--- src/rtl/alu_sequencer.sv ---
// Multi-cycle control sequencer: fetches 16-bit instructions, steers an external ALU and
// register file, and resolves jumps/branches from flags captured on ALU write-back.
module alu_sequencer (
  input  logic        clk,
  input  logic        rst,
  input  logic        start,
  input  logic [15:0] instr,
  input  logic        lsb,
  input  logic        neg,
  output logic [7:0]  imem_addr,
  output logic [3:0]  alu_sel,
  output logic [3:0]  a_sel,
  output logic [3:0]  dst_sel,
  output logic        ld_en,
  output logic        busy,
  output logic        done
);

  typedef enum logic [2:0] {IDLE, FETCH, DECODE, EXEC, WB} state_t;

  state_t      state, next_state;
  logic [7:0]  pc, next_pc;
  logic [3:0]  ir_op, ir_dst, ir_src;
  logic        lsb_f, neg_f;
  logic        halt_now;

  logic [3:0]  opcode;
  logic [3:0]  fld_x;
  logic [7:0]  fld_y;

  assign opcode = instr[15:12];
  assign fld_x  = instr[11:8];
  assign fld_y  = instr[7:0];

  // State and datapath registers; only the fields the ALU path needs are kept from ir.
  always_ff @(posedge clk) begin
    if (rst) begin
      state  <= IDLE;
      pc     <= 8'h00;
      ir_op  <= 4'h0;
      ir_dst <= 4'h0;
      ir_src <= 4'h0;
      lsb_f  <= 1'b0;
      neg_f  <= 1'b0;
      done   <= 1'b0;
    end else begin
      state <= next_state;
      pc    <= next_pc;
      done  <= halt_now;
      if (state == DECODE) begin
        ir_op  <= opcode;
        ir_dst <= fld_x;
        ir_src <= fld_y[3:0];
      end
      if (state == WB) begin
        lsb_f <= lsb;
        neg_f <= neg;
      end
    end
  end

  // Next-state and program-counter logic; a start arriving with the done pulse is ignored.
  always_comb begin
    next_state = state;
    next_pc    = pc;
    halt_now   = 1'b0;
    case (state)
      IDLE: begin
        if (start && !done) begin
          next_state = FETCH;
          next_pc    = 8'h00;
        end
      end
      FETCH: next_state = DECODE;
      DECODE: begin
        next_state = FETCH;
        if (opcode == 4'd0) begin
          next_pc = pc + 8'd1;
        end else if (opcode <= 4'd13) begin
          next_state = EXEC;
        end else if (opcode == 4'd14) begin
          next_pc = fld_y;
        end else begin
          case (fld_x[1:0])
            2'b00:   next_pc = neg_f  ? fld_y : pc + 8'd1;
            2'b01:   next_pc = lsb_f  ? fld_y : pc + 8'd1;
            2'b10:   next_pc = !neg_f ? fld_y : pc + 8'd1;
            default: begin
              next_state = IDLE;
              halt_now   = 1'b1;
            end
          endcase
        end
      end
      EXEC: next_state = WB;
      WB: begin
        next_state = FETCH;
        next_pc    = pc + 8'd1;
      end
      default: next_state = IDLE;
    endcase
  end

  // Operand selects stay on ir from EXEC through WB so the register file sees a stable target.
  always_comb begin
    busy      = (state != IDLE);
    imem_addr = pc;
    alu_sel   = 4'h0;
    a_sel     = 4'h0;
    dst_sel   = 4'h0;
    ld_en     = 1'b0;
    if (state == EXEC) begin
      alu_sel = ir_op;
      a_sel   = ir_src;
      dst_sel = ir_dst;
    end else if (state == WB) begin
      a_sel   = ir_src;
      dst_sel = ir_dst;
      ld_en   = 1'b1;
    end
  end

endmodule

--- config.mk ---
export PLATFORM = sky130hd
export DESIGN_NAME = alu_sequencer
export DESIGN_NICKNAME = d
export VERILOG_FILES = /design/src/rtl/alu_sequencer.sv
export SDC_FILE = /design/constraint.sdc
export NUM_CORES = 1
export LEC_CHECK = 0
export ABC_AREA = 1
export CORE_UTILIZATION = 45
export CTS_CLUSTER_SIZE = 24
export DETAILED_ROUTE_END_ITERATION = 16
export HOLD_SLACK_MARGIN = 0.15
export PLACE_DENSITY_LB_ADDON = 0.15
export SETUP_SLACK_MARGIN = 0.2
export SLEW_MARGIN = 20
export SYNTH_ARGS = -nofsm -noshare
export SYNTH_HDL_FRONTEND = slang
export SYNTH_SLANG_ARGS = --single-unit
--- constraint.sdc ---
create_clock -name clk -period 1.9 [get_ports clk]
set_input_delay 0.475 -clock clk [delete_from_list [all_inputs] [get_ports clk]]
set_output_delay 0.475 -clock clk [all_outputs]
set_load 0.02 [all_outputs]
==> metrics.yaml, run 1 <==
run_status:
  status: "completed"
setup_path:
  cp-start-kind: "flop"
  max_stage_delay_ns: 0.37
  path_common_cell: "buf_6"
  worstPathMaxFanout: 8
  cp.arrival_ns: 1.40
  crit_chain: "inv_1, nand3_2, nand2_2, inv_4, buf_6, nor2_4, buf_6"
  endpoint_kind: "primary output"
  critical_path_class: "reg -> out"
  cp_slowest_cell: "dfxtp_2"
  crit_required_ns: 1.42
power:
  switchingPower_mw: 0.728
  clkPwrFrac_pct: 15.9
  seqPwrFrac_pct: 37.6
  swShare_pct: 39.4
  p_int_mw: 1.12
  p_total_mw: 1.85
  power.density_nw_per_um2: 727
  ir_drop_mv: 0.509
  leakage_nw: 1.17
  p_comb_share_pct: 46.5
clock_tree:
  clockRootBuffer: "clkbuf_4"
  cts.sinks: 26
  cts.clk_slew.worst_paths_ns: 0.14
  clk_latency_ns: 0.34
  cts_tree: "yes"
  htreeDepth: 1
  clk_path_buf_depth: 2
  cts_buffers: 3
cells_and_area:
  num_antenna_cells: 0
  area_delta_synth_final_pct: 57.6
  fillCellCount: 270
  multi_input_area_um2: 1080
  final_cells: 375
  regArea_um2: 531
  layout_common_cells: "37 x nand2_1, 37 x buf_4, 29 x inv_1"
  nets: 356
  drive_above_1_share_pct: 31.3
  utilization_pct: 75.1
yosys:
  syn_inst: 253
  yosysSeqAreaShare_pct: 32.2
  ys_types: 25
  ys_warn_count: 0
  synth_area_um2: 1620
  synth_fp_nets: 279
  synth-seq-cells: 26
  avgSynthCellArea_um2: 6.38
sta:
  slew_headroom_pct: 77.4
  grt_setup_unrepaired: "true"
  period_share_pct: 98.5
  setup_viol_count_final: 0
  finalHoldViolations: 0
  fin_skew_ns: 0.00296
  fmax_ghz: 0.534
  slew_viol_final: 0
  period_minus_slack_ns: 1.87
  tightest_slew_ns: 0.337
  timing.setup.tns_ns: 0
placement:
  dp.cells: 356
  numPortBuffers: 43
  finalWeightedCongestion: 0.875
  hpwlAfterDp_um: 3080
global_routing:
  grt_usage_pct: 24.8
  grt_max_degree: 27
  grt_pass1_vias: 1556
  antenna_found_initial: 0
  grt.overflow.total: 0
  grt_pass1_wl_um: 6920
floorplanning:
  die_y_um: 61.9
  dieArea_um2: 3830
  fp.coreArea_um2: 3390
  die_x_um: 61.9
  rows: 21
  start_util_pct: 47.7
  ios: 44
flow_run:
  maxCapViolations: 0
detailed_routing:
  routed_wl_um: 4860
  drt-pass1-iter-count: 5
  drc: 0
  dr_total_vias: 1935
  via_per_inst: 5.16
  ant_nets: 0
  wire_per_inst_um: 12.9
  dr.first_iter.drc_count: 168
worst_hold_path:
  hold_path_class: "reg -> reg"
==> metrics by stage <==
stage | setup WS (ns) | cell area (um^2) | hold WS, ns
after global placement | -0.306 | 2240 | 0.438
after detailed placement | -0.372 | 2240 | 0.444
final | 0.0286 | 2540 | 0.464
after CTS | 0.0185 | 2340 | 0.464
after floorplan | 0.224 | 1630 | 0.429
after global routing | -0.0479 | 2540 | 0.489
==> final timing paths <==
check                              start      endpoint  slack [ns]  depth (start not counted)
worst min register to register  ir_op[1]      ir_op[1]        0.46                          2
worst max register to register  state[0]  imem_addr[4]        0.10                         12
worst min-delay path            ir_op[1]      ir_op[1]        0.46                          2
worst max-delay path            state[2]      a_sel[3]        0.03                          7
==> power groups by stage <==
stage | clock network [mW] | registers [mW] | logic, mW
6_report | 0.295 | 0.695 | 0.859
2_1_floorplan | 0 | 0.729 | 0.384
3_5_place_dp | 0 | 0.697 | 0.687
3_3_place_gp | 0 | 0.695 | 0.679
5_1_grt | 0.319 | 0.705 | 0.938
4_1_cts | 0.299 | 0.684 | 0.706
==> cell families (layout without fill, tap and decap cells) <==
family                     after synthesis  in the layout  synth area share (%)
AOI/OAI and AO/OA                       56             56                  17.5
xor gates and xnor gates                 2              2                  1.08
adders and majority gates                5              5                  3.87
buffers and inverters                   42            117                  10.3
DFF                                     26             26                  32.2
and+or+nand+nor                        122            123                  35.0
==> sequential cells by signal, summed over array words and instances, names as in the netlist <==
signal and cells:
imem_addr 8, ir_dst 4, ir_op 4, ir_src 4
state 3, done 1, lsb_f 1, neg_f 1
==> per-layer routing <==
layer / part of all wire [%] / vias to the layer above / global-route usage [%]
met5: 0 / - / 0
met4: 1.2 / 0 / 7.94
met1: 42 / 880 / 33.2
met2: 51 / 83 / 41.6
met3: 5.7 / 4 / 2.69
li1: - / 968 / -
==> area by class of cell <==
class | instances | area share [%]
Multi-Input combinational cell | 186 | 42.6
Timing Repair Buffer | 76 | 26.7
Sequential cell | 26 | 20.8
Inverter | 37 | 6.15
Tap cell | 46 | 2.26
Clock buffer | 4 | 1.43
==> timing repair <==
action,in CTS,in global routing
gates cloned,0,1
gates resized for setup,101,51
endpoints found under the setup margin,31,23
endpoints found under the hold margin,0,0
setup buffers,7,7
hold buffers,0,0
pin swaps,6,19
==> worst max-delay path: cells and delay by family, from the launching register on <==
kind | cells | cell delay [ns]
buf+inv | 4 | 0.40
flops | 1 | 0.37
simple gates | 3 | 0.29
==> cell usage after synthesis <==
library cell  instances  area share, %
nand2_4               3            2.1
nor2_1               40            9.3
nor3_1                5            1.5
nor2_8                1            1.2
nand4_1               2           0.77
inv_2                 1           0.23
ha_1                  5            3.9
clkinv_4              1           0.54
nor2_2                2           0.77
inv_1                34            7.9
nand3b_1              3            1.4
inv_4                 1           0.39
xor2_1                1           0.54
or2_2                 2           0.77
nand2_2               2           0.77
o21ai_0              25            7.7
dfxtp_1              26             32
clkbuf_1              4           0.93
buf_2                 1           0.31
a21oi_1              30            9.3
o211ai_1              1           0.46
nand2_1              42            9.8
xnor2_1               1           0.54
nor2_4                1           0.70
nand3_1              19            5.9
Power figures use the tool's default switching activity.
==> run 2, diff against run 1 <==
--- a/config.mk
+++ b/config.mk
@@ -5,7 +5,7 @@
 export SDC_FILE = /design/constraint.sdc
 export NUM_CORES = 1
 export LEC_CHECK = 0
-export ABC_AREA = 1
+export CORE_MARGIN = 8
 export CORE_UTILIZATION = 45
 export CTS_CLUSTER_SIZE = 24
 export DETAILED_ROUTE_END_ITERATION = 16
==> run 2 against run 1 <==
The run now ends with negative setup slack left. Routed wire length increased by 28%. Setup slack lost 0.10 ns. Global-route usage down 6.9 points. Core utilization grew 3.8 points. Die area is 57% higher.
==> metrics.yaml, run 2 <==
yosys:
  synth-seq-cells: 26
  yosysSeqAreaShare_pct: 30.4
  synth_common_cells: "37 x nand2_1, 26 x dfxtp_1, 16 x a21oi_1"
  avgSynthCellArea_um2: 7.82
  syn_inst: 219
  ys_types: 58
  synth_top_area_share_pct: 30.4
  synth.most_common_cell: "nand2_1"
  synth.area.top_cells: "dfxtp_1 30%, nand2_1 8.1%, and2_1 4.7%"
  synth_area_um2: 1710
  synth_edf_count: 0
  yosys.area.top_type: "dfxtp_1"
  synthArstFlopShare_pct: 0
  synth_ff_type: "dfxtp_1"
  synth_fp_nets: 245
  ys_warn_count: 0
clock_tree:
  cts_buffers: 3
  clk_latency_ns: 0.27
  htreeDepth: 1
  cts.sinks: 26
  clk_path_buf_depth: 2
  clockRootBuffer: "clkbuf_8"
  cts.clk_slew.worst_paths_ns: 0.10
  holdBufCountCts: 0
  cts_tree: "yes"
detailed_routing:
  dr_total_vias: 2051
  drt-pass1-iter-count: 4
  wire_per_inst_um: 17.6
  ant_nets: 0
  drc: 0
  via_per_inst: 5.79
  dr.first_iter.drc_count: 174
  routed_wl_um: 6220
cells_and_area:
  layout_common_cells: "37 x buf_4, 35 x nand2_1, 26 x buf_6"
  nets: 333
  num_antenna_cells: 0
  largest_register_ffs: 8
  mostFrequentLayoutCell: "buf_4"
  area_delta_synth_final_pct: 68.7
  drive_above_1_share_pct: 43.5
setup_path:
  cp.arrival_ns: 2.19
  crit_required_ns: 2.12
  r2r-start: "state[1]"
  endpoint_kind: "flop"
  critical_path_class: "in -> reg"
  worstPathMaxFanout: 4
  r2r_cells: 7
  r2r_slack_ns: 0.02
  cp-start-kind: "primary input"
  r2r_end: "imem_addr[3]"
placement:
  hpwlAfterDp_um: 4150
  finalWeightedCongestion: 0.860
  numPortBuffers: 43
  pre_cts_ws_ns: -0.729
sta:
  fmax_ghz: 0.507
  tightest_slew_ns: 0.428
  fin_skew_ns: 0.00410
  period_share_pct: 104
  period_minus_slack_ns: 1.97
  slew_viol_final: 0
  holdWs_ns: 0.462
  setup_viol_count_final: 4
  finalHoldViolations: 0
  grt_setup_unrepaired: "true"
  setup_slack_ns: -0.0719
  slew_headroom_pct: 71.4
global_routing:
  grt_pass1_vias: 1980
  grt.overflow.total: 0
  grt_usage_pct: 17.8
  grt_max_degree: 16
  antenna_found_initial: 0
  grt_pass1_wl_um: 9210
power:
  power.density_nw_per_um2: 533
  ir_drop_mv: 0.285
  leakage_nw: 1.20
  p_total_mw: 1.54
floorplanning:
  dieArea_um2: 6040
  die_x_um: 77.7
  die_y_um: 77.7
  ios: 44
  fp.coreArea_um2: 3660
  start_util_pct: 46.8
  rows: 22
flow_run:
  maxCapViolations: 0
worst_hold_path:
  hold-path-cell-count: 2
  hold_end: "ir_dst[0]"
  hold_start: "ir_dst[0]"
  hold_path_class: "reg -> reg"
run_status:
  violations: "negative setup slack"
  status: "complete, but fails checks"
==> run 2: area by class of cell <==
class | count | area, um^2
Multi-Input combinational cell | 172 | 1320
Timing Repair Buffer | 93 | 847
Fill cell | 252 | 772
Sequential cell | 26 | 532
Tap cell | 48 | 60.1
Inverter | 11 | 58.8
Clock buffer | 3 | 41.3
Clock inverter | 1 | 30.0
==> run 2: cells by family after synthesis <==
family	Yosys count	share of synthesized area, %
buf+inv	21	6.65
xor+xnor	3	1.53
mux	1	0.584
fa+ha+maj	5	3.65
flops	26	30.4
compound gates	62	25.5
simple gates	101	31.7
==> run 2: power by group <==
group / total (mW) / internal (mW) / switching (mW)
clock: 0.470 / 0.282 / 0.188
combinational: 0.471 / 0.238 / 0.233
sequential: 0.599 / 0.568 / 0.0308
==> run 2: critical path: stages <==
cell and delay, ns:
buf_6 0.07, buf_12 0.11, inv_12 0.03, ha_4 0.25, and2b_2 0.24, a211oi_4 0.37
buf_4 0.18, a41oi_2 0.10, a2111o_1 0.29, o21ai_1 0.07
==> run 2: routing by layer <==
metal	vias to the layer above	global-route usage (%)	share of wire (%)
li1	970	-	-
met1	970	21.6	42
met2	92	30.2	50
met3	19	4.38	6.7
met4	0	5.28	2.2
met5	-	0	0
==> run 2: metrics by stage <==
step           std cells  utilization (%)  cell area (um^2)  TNS, ns
2_1_floorplan        219                -              1800  -0.0215
3_3_place_gp         335             67.8              2480    -6.80
3_5_place_dp         335             67.8              2480    -7.17
4_1_cts              349             74.4              2720  -0.0135
5_1_grt              354             78.9              2890   -0.458
6_report             354             78.9              2890   -0.160
==> run 2: timing repair <==
item,in CTS,in global routing
pin swaps,16,23
cloned,0,0
resized for setup,143,37
buffers inserted,10,5
setup endpoints to repair,33,22
==> run 2: how the worst max path moves through the flow <==
| stage | slack [ns] | start | to | cells past startpoint |
|---|---|---|---|---|
| final | -0.07 | instr[8] | imem_addr[6] | 10 |
| after global routing | -0.11 | instr[8] | imem_addr[6] | 10 |
| after CTS | -0.008 | instr[8] | imem_addr[3] | 9 |
| after detailed placement | -0.73 | instr[8] | imem_addr[3] | 9 |
| after global placement | -0.66 | instr[8] | imem_addr[2] | 9 |
| after floorplan | -0.02 | instr[8] | imem_addr[3] | 8 |
==> run 3, diff against run 2 <==
--- a/config.mk
+++ b/config.mk
@@ -9,6 +9,7 @@
 export CORE_UTILIZATION = 45
 export CTS_CLUSTER_SIZE = 24
 export DETAILED_ROUTE_END_ITERATION = 16
+export GPL_TIMING_DRIVEN = 0
 export HOLD_SLACK_MARGIN = 0.15
 export PLACE_DENSITY_LB_ADDON = 0.15
 export SETUP_SLACK_MARGIN = 0.2
==> run 3 against run 2 <==
Via count fell by 4.4%. Setup slack lost 0.028 ns. Combinational power shrank 11%. Core utilization down 4.7 points. Die area unchanged. Clock power is 21% lower. Worst hold slack got worse by 0.015 ns. The flow still finishes with violations (negative setup slack). Clock-buffer cell count is 1 higher. First-iteration DRC count shrank 17%.
==> metrics.yaml, run 3 (synthesized netlist as in run 2, its figures left out) <==
run_status:
  status: "complete, but fails checks"
  violations: "negative setup slack"
power:
  ir_drop_mv: 0.313
  power.density_nw_per_um2: 510
  leakage_nw: 1.11
cells_and_area:
  nets: 316
  largest_register_ffs: 8
  mostFrequentLayoutCell: "nand2_1"
  area_delta_synth_final_pct: 58.6
  regArea_um2: 531
  drive_above_1_share_pct: 38.1
  final_cells: 337
  num_antenna_cells: 0
  multi_input_area_um2: 1280
  layout_common_cells: "36 x nand2_1, 28 x buf_6, 22 x dfxtp_1"
  fillCellCount: 284
setup_path:
  critical_path_class: "reg -> out"
  endpoint_kind: "primary output"
  max_stage_delay_ns: 0.33
  r2r-start: "state[1]"
  cp_slowest_cell: "dfxtp_2"
  worstPathMaxFanout: 8
  critical-path-top-delay-family: "simple AND/OR/NAND/NOR gates"
  cp-start-kind: "flop"
  path_common_cell: "buf_6"
  r2r_slack_ns: 0.19
  crit_chain: "buf_6, nor3b_4, buf_6, or2_4, and2_4, buf_6"
  r2r_end: "imem_addr[5]"
  path_buf_inv: 3
  crit_required_ns: 1.42
  cp.arrival_ns: 1.52
  r2r_cells: 9
sta:
  fmax_ghz: 0.500
  setup_slack_ns: -0.0996
  period_minus_slack_ns: 2.00
  holdWs_ns: 0.447
  tightest_slew_ns: 0.435
  grt_setup_unrepaired: "true"
  period_share_pct: 105
  setup_viol_count_final: 8
  fin_skew_ns: 0.0130
  slew_viol_final: 0
  slew_headroom_pct: 70.9
  finalHoldViolations: 0
global_routing:
  grt.overflow.total: 0
  grt_pass1_wl_um: 9210
  grt_usage_pct: 18.2
  antenna_found_initial: 0
  grt_max_degree: 15
  grt_pass1_vias: 1983
clock_tree:
  cts_buffers: 3
  htreeDepth: 1
  holdBufCountCts: 0
  cts.clk_slew.worst_paths_ns: 0.10
  cts.sinks: 26
  cts_tree: "yes"
  clk_latency_ns: 0.27
  clk_path_buf_depth: 2
  clockRootBuffer: "clkbuf_8"
floorplanning:
  die_x_um: 77.7
  fp.coreArea_um2: 3660
  start_util_pct: 46.8
  rows: 22
  die_y_um: 77.7
  ios: 44
  dieArea_um2: 6040
worst_hold_path:
  hold_end: "ir_op[1]"
  hold_path_class: "in -> reg"
  hold_start: "instr[13]"
  hold-path-cell-count: 3
placement:
  hpwlAfterDp_um: 3770
  dp.cells: 310
  numPortBuffers: 43
  finalWeightedCongestion: 0.860
detailed_routing:
  dr_total_vias: 1960
  wire_per_inst_um: 17.2
  drc: 0
  via_per_inst: 5.82
  drt-pass1-iter-count: 4
  dr.first_iter.drc_count: 144
  routed_wl_um: 5800
  ant_nets: 0
flow_run:
  maxCapViolations: 0
-- run 3: cell types whose count changed in the layout (fill, tap and decap cells not counted), sizes merged --
cell,previous run,this run
buf,68,49
clkbuf,3,8
dlygate4sd2,11,8
bufinv,1,0
dlymetal6s2s,0,1
-- run 3: report_power, final --
| part | internal [mW] | switching (mW) |
|---|---|---|
| Clock | 0.185 | 0.184 |
| Sequential | 0.568 | 0.0283 |
| Combinational | 0.205 | 0.216 |
| Total | 0.958 | 0.428 |
-- run 3: what timing repair did --
action / 4_1_cts / 5_1_grt
setup endpoints to repair: 41 / 33
buffers inserted: 19 / 4
gates resized for setup: 153 / 39
pin swaps: 26 / 29
-- run 3: final cells by class --
cell class	instances	share of cell area, %
flip-flops and latches	26	19.5
well taps	48	2.21
plain buffers	10	3.22
inverters	11	2.16
repair buffers	66	23.7
multi-input cells	172	47.2
clock buffers	4	2.03
-- run 3: how the worst max path moves through the flow --
stage / end / cells past startpoint / startpoint / slack [ns]
after detailed placement: imem_addr[2] / 9 / instr[8] / -0.96
final: dst_sel[0] / 6 / state[1] / -0.1
after CTS: dst_sel[1] / 5 / state[2] / -0.08
after floorplan: imem_addr[3] / 8 / instr[8] / -0.02
after global placement: imem_addr[2] / 9 / instr[8] / -0.95
after global routing: dst_sel[1] / 6 / state[1] / -0.15
-- run 3: worst reg2reg max path: cells and delay by family, from the launching register on --
kind	cells	cell delay, ns
and+or+nand+nor	1	0.24
AOI/OAI and AO/OA	3	0.49
DFF	1	0.33
buffers and inverters	5	0.61
-- run 3: metal layers --
layer | share of wire (%) | vias up | GRT usage, %
li1 | - | 934 | -
met1 | 41 | 934 | 21.9
met2 | 50 | 80 | 30.2
met3 | 7.2 | 12 | 4.03
met4 | 2.2 | 0 | 7.74
met5 | 0 | - | 0
-- run 3: per-stage QoR --
stage	setup TNS [ns]	instance area (um^2)	power, mW	utilization (%)	worst slack (ns)
after floorplan	-0.0215	1800	0.804	-	-0.0154
after global placement	-14.90	2290	0.933	62.4	-0.948
after detailed placement	-15.26	2290	0.936	62.4	-0.957
after CTS	-0.607	2600	1.35	71.0	-0.0816
after global routing	-1.21	2720	1.45	74.2	-0.151
final	-0.752	2720	1.39	74.2	-0.0996
